## config.mk

```make
export PLATFORM = sky130hd
export DESIGN_NAME = dmem_bus_adapter
export DESIGN_NICKNAME = d
export VERILOG_FILES = /design/src/rtl/dmem_bus_adapter.sv
export SDC_FILE = /design/constraint.sdc
export NUM_CORES = 1
export LEC_CHECK = 0
export CAP_MARGIN = 20
export CORE_MARGIN = 5
export CORE_UTILIZATION = 44
export DETAILED_ROUTE_END_ITERATION = 7
export GPL_TIMING_DRIVEN = 1
export PLACE_DENSITY_LB_ADDON = 0.2
export SYNTH_ARGS = -nofsm -noshare
export SYNTH_HDL_FRONTEND = slang
export SYNTH_SLANG_ARGS = --single-unit
```

## constraint.sdc

```tcl
create_clock -name clk -period 5.25 [get_ports clk]
set_input_delay 0.7875 -clock clk [delete_from_list [all_inputs] [get_ports clk]]
set_output_delay 0.7875 -clock clk [all_outputs]
set_load 0.01 [all_outputs]
```

## src/rtl/dmem_bus_adapter.sv

```systemverilog
// Data-memory bus adapter: turns core load/store strobes into req/ack bus
// transactions, stalls the core while the bus is busy, and records alignment,
// illegal-strobe and timeout faults in sticky state.
module dmem_bus_adapter #(
  parameter int unsigned TIMEOUT    = 16,
  parameter logic [31:0] FAULT_DATA = 32'h0000_0000
) (
  input  logic        clk,
  input  logic        reset,
  input  logic        mem_read,
  input  logic        mem_write,
  input  logic [31:0] addr,
  input  logic [31:0] write_data,
  output logic [31:0] dmem_read_data,
  output logic        stall,
  output logic        bus_req,
  output logic        bus_we,
  output logic [31:0] bus_addr,
  output logic [31:0] bus_wdata,
  input  logic        bus_ack,
  input  logic [31:0] bus_rdata,
  input  logic        fault_clear,
  output logic        fault,
  output logic [31:0] fault_addr
);

  localparam int unsigned CW = $clog2(TIMEOUT + 1);
  localparam logic [CW-1:0] TERM = CW'(TIMEOUT - 1);

  typedef enum logic [1:0] {
    IDLE = 2'd0,
    BUS  = 2'd1,
    DONE = 2'd2
  } state_t;

  state_t        r_state;
  state_t        w_next;
  logic [CW-1:0] r_cnt;
  logic          r_we;
  logic [31:0]   r_addr;
  logic [31:0]   r_wdata;
  logic [31:0]   r_rdata;
  logic          r_fault;
  logic [31:0]   r_fault_addr;

  logic          w_any;
  logic          w_va;
  logic          w_ba;
  logic          w_idle;
  logic          w_bus;
  logic          w_term;
  logic          w_timeout;
  logic          w_new_fault;
  logic [31:0]   w_fault_src;

  assign w_any       = mem_read | mem_write;
  assign w_va        = (mem_read ^ mem_write) && (addr[1:0] == 2'b00);
  assign w_ba        = (mem_read & mem_write) || (w_any && (addr[1:0] != 2'b00));
  assign w_idle      = (r_state == IDLE);
  assign w_bus       = (r_state == BUS);
  assign w_term      = (r_cnt == TERM);
  // A same-cycle ack beats the terminal count, so only ack-less expiry aborts.
  assign w_timeout   = w_bus && !bus_ack && w_term;
  assign w_new_fault = (w_idle && w_ba) || w_timeout;
  assign w_fault_src = w_idle ? addr : r_addr;

  // State register.
  always_ff @(posedge clk or posedge reset) begin
    if (reset) begin
      r_state <= IDLE;
    end else begin
      r_state <= w_next;
    end
  end

  // Next-state decode plus core stall and bus request outputs.
  always_comb begin
    w_next  = r_state;
    stall   = 1'b0;
    bus_req = 1'b0;
    case (r_state)
      IDLE: begin
        if (w_va) begin
          stall  = 1'b1;
          w_next = BUS;
        end
      end
      BUS: begin
        stall   = 1'b1;
        bus_req = 1'b1;
        if (bus_ack || w_term) begin
          w_next = DONE;
        end
      end
      DONE: begin
        w_next = IDLE;
      end
      default: begin
        w_next = IDLE;
      end
    endcase
  end

  // Transaction latches, timeout counter and load-data register.
  always_ff @(posedge clk or posedge reset) begin
    if (reset) begin
      r_cnt   <= '0;
      r_we    <= 1'b0;
      r_addr  <= '0;
      r_wdata <= '0;
      r_rdata <= '0;
    end else begin
      case (r_state)
        IDLE: begin
          if (w_va) begin
            r_addr  <= {addr[31:2], 2'b00};
            r_wdata <= write_data;
            r_we    <= mem_write;
            r_cnt   <= '0;
          end else if (w_ba) begin
            r_rdata <= FAULT_DATA;
          end
        end
        BUS: begin
          if (bus_ack) begin
            if (!r_we) begin
              r_rdata <= bus_rdata;
            end
          end else if (w_term) begin
            r_rdata <= FAULT_DATA;
          end else begin
            r_cnt <= r_cnt + 1'b1;
          end
        end
        default: begin
        end
      endcase
    end
  end

  // Sticky fault flag; the first fault address is kept unless a clear
  // coincides with the new fault, in which case the new fault takes over.
  always_ff @(posedge clk or posedge reset) begin
    if (reset) begin
      r_fault      <= 1'b0;
      r_fault_addr <= '0;
    end else if (w_new_fault) begin
      r_fault <= 1'b1;
      if (!r_fault || fault_clear) begin
        r_fault_addr <= w_fault_src;
      end
    end else if (fault_clear) begin
      r_fault <= 1'b0;
    end
  end

  assign dmem_read_data = r_rdata;
  assign bus_we         = r_we;
  assign bus_addr       = r_addr;
  assign bus_wdata      = r_wdata;
  assign fault          = r_fault;
  assign fault_addr     = r_fault_addr;

endmodule

```

==> key figures <==
Setup path
  – Critical-path maximum fanout: 32
  – Delay-heaviest family, CP: simple AND/OR/NAND/NOR gates
  – CP max stage cell: nand4_4
  – Crit path from: mem_write
  – Endpoint class of the critical path: flip-flop
  – Crit path launch type: input port
  – Worst r2r src: r_state[0]
  – CP bufs+invs: 2
  – Max stage delay on crit path: 780 ps
  – Worst setup path endpoint: dmem_read_data[21]
  – Worst reg-to-reg path cell count: 4
  – Critical Path RT: 5530 ps
  – Critical path, cell by cell: clkdlybuf4s50_1 -> inv_1 -> ha_1 -> nor3b_2 -> nand2_2 -> nand4_4 -> mux2_1
  – RR Endpoint: dmem_read_data[21]
  – WP depth: 7
  – Critical Path AT: 3760 ps
  – FF-to-FF setup slack: 2010 ps
  – Critical path class: in2reg

STA
  – Final number of hold-violating endpoints: 0
  – Clock skew: 4.925 ps
  – Crit share post-route: 0.6635
  – Fmax: 287.1 MHz
  – Setup_tns: 0 ps
  – Slew Viols, Final: 0
  – Min Tclk post-route: 3483 ps
  – Max-slew headroom: 0.3111
  – RSZ-0062 raised after global routing: false
  – Worst slew pin tran: 1033 ps
  – Setup violators final: 0
  – Min Hold Slack: 478.8 ps

Power and ir drop
  – VDD IR max: 0.2727 mV
  – Leakage: 4.013 nW
  – Pwr dens: 478.5 nW/um2

Layout
  – # diodes: 0
  – Cell area after layout: 8975 um2
  – Fraction of layout cells with a size suffix above 1: 0.1179
  – Final Util: 0.6777
  – Cell Count, Final, Fillers Out: 914
  – Net count reported at finish: 833
  – Filler cells: 1029
  – Area growth syn-to-layout: 51.39%

GRT
  – Pin count of the biggest net entering global routing: 113
  – M1 GR Usage: 0.2294
  – Initial antenna violation count: 0
  – GRT Total Usage: 0.1907
  – Met3 usage: 0.07451
  – First-pass GRT wire length: 24440 um
  – Total gr overflow: 0
  – Most used routing layer: met2
  – Met2 Usage GRT: 0.3186
  – Vias in the first global route: 4718

Detailed routing
  – Remaining routing DRC violations: 0
  – Final wirelength: 15130 um
  – DR vias: 4366
  – Antenna viol nets, final: 0
  – DR iter-0 viols: 267
  – Drt pass-1 iters: 4
  – Routed len/inst: 16.55 um
  – Vias per inst: 4.777

Floorplanning
  – CORE AREA: 13240 um2
  – Row cnt: 42
  – Starting Density: 0.4477
  – Die Y: 126.1 um
  – Die ar.: 15890 um2
  – Top Ports: 234
  – Die W: 126.1 um

Placement
  – Cells after DPL: 881
  – Area of placed instances: 8313 um2
  – Port buffer count: 231
  – GP Congestion: 0.7598
  – HPWL after DPL: 10850 um

Synthesis
  – Synthesized instance count: 499
  – Fraction of registers with async set or reset after synthesis: 1.000
  – Top cell type by total area after synthesis: dfrtp_1
  – Netlist cell types: 37
  – Top FF cell, synth: dfrtp_1
  – Synth Register Bits: 135
  – Yosys top cell area share: 0.5699
  – Synth top area cells: dfrtp_1, mux2_1, mux2_2
  – Syn. warnings: 0
  – Most frequent cells after synthesis: dfrtp_1, nand2_1, mux2_1
  – Post-synth EDFFs: 0
  – Post-synthesis sequential area ratio: 0.5699
  – Post-Syn Area per Cell: 11.88 um2
  – Post-Syn Area: 5928 um2
  – Top-count cell post-synth: dfrtp_1

Clocking
  – # H-tree levels: 4
  – Num CTS Buffers: 17
  – Setup bufs post-CTS: 0
  – CTS Hold Bufs: 0
  – Post-CTS Resized: 0
  – Clk sink count: 135
  – Clk_lat worst skew: 400 ps
  – CTS Buffer Depth: 2
  – TritonCTS clock tree: done
  – Clock Tree Root: clkbuf_16
  – Clock Pin Slew Worst Setup and Hold Paths: 50 ps

Run
  – Maxcap violations: 0

Hold path
  – Hold Crit Class: reg2reg

Status
  – Status: complete, no violations
## metal layers
| metal | routed length (um) | vias to the layer above |
|---|---|---|
| li1 | - | 2077 |
| met1 | 6273 | 2119 |
| met2 | 7399 | 154 |
| met3 | 1293 | 16 |
| met4 | 161 | 0 |
| met5 | 0 | - |
## area by class of cell
| type | count | area [um2] | area share |
|---|---|---|---|
| Clock inverter | 9 | 122.6 | 0.01366 |
| Tap cell | 176 | 220.2 | 0.02454 |
| Timing Repair Buffer | 236 | 2410 | 0.2685 |
| Multi-Input combinational cell | 297 | 2208 | 0.2461 |
| Inverter | 39 | 151.4 | 0.01687 |
| Sequential cell | 135 | 3378 | 0.3764 |
| Clock buffer | 22 | 484.2 | 0.05395 |
## layout by cell type, fill, tap and decap left out, drive strengths merged, types with 3 or more instances in the layout
| cell | count |
|---|---|
| inv | 39 |
| dfrtp | 135 |
| mux2i | 33 |
| buf | 5 |
| clkdlybuf4s50 | 231 |
| and3 | 4 |
| nor2 | 4 |
| nand2 | 127 |
| clkbuf | 22 |
| clkinv | 5 |
| bufinv | 3 |
| ha | 5 |
| mux2 | 93 |
| a31oi | 7 |
## sequential cells by signal, summed over array words and instances (netlist names)
register,count
r_cnt,5
dmem_read_data,32
fault,1
bus_wdata,32
fault_addr,32
bus_we,1
r_state,2
bus_addr,30
## kinds of logic after synthesis
kind of cell | Yosys count | synth area share
AOI/OAI and AO/OA | 17 | 0.01963
adders and majority gates | 5 | 0.01055
buffers and inverters | 68 | 0.05994
DFF | 135 | 0.5699
muxes | 126 | 0.2324
other | 1 | 0.0006326
and+or+nand+nor | 147 | 0.1070
## how the worst min path moves through the flow
stage / slack, ps / cells past startpoint / start / end
floorplan: 440 / 1 / r_cnt[3] / r_cnt[3]
global placement: 470 / 1 / r_cnt[3] / r_cnt[3]
detailed placement: 470 / 1 / fault_addr[15] / fault_addr[15]
CTS: 490 / 1 / r_cnt[3] / r_cnt[3]
global route: 500 / 1 / dmem_read_data[21] / dmem_read_data[21]
finish: 480 / 1 / r_cnt[3] / r_cnt[3]
## power breakdown
group / internal, mW / leakage [nW] / switching, mW
logic: 0.892 / 2.03 / 0.614
registers: 1.37 / 1.68 / 0.205
clock network: 0.791 / 0.302 / 0.420
total: 3.05 / 4.01 / 1.24
## through the flow
stage / setup WS [ps] / total power [mW]
after floorplan: 851.4 / 2.228
after global placement: 1372 / 3.045
after detailed placement: 1322 / 3.103
after CTS: 1735 / 4.333
after global routing: 1599 / 4.524
final: 1767 / 4.294
(Power assumes the default switching activity.)
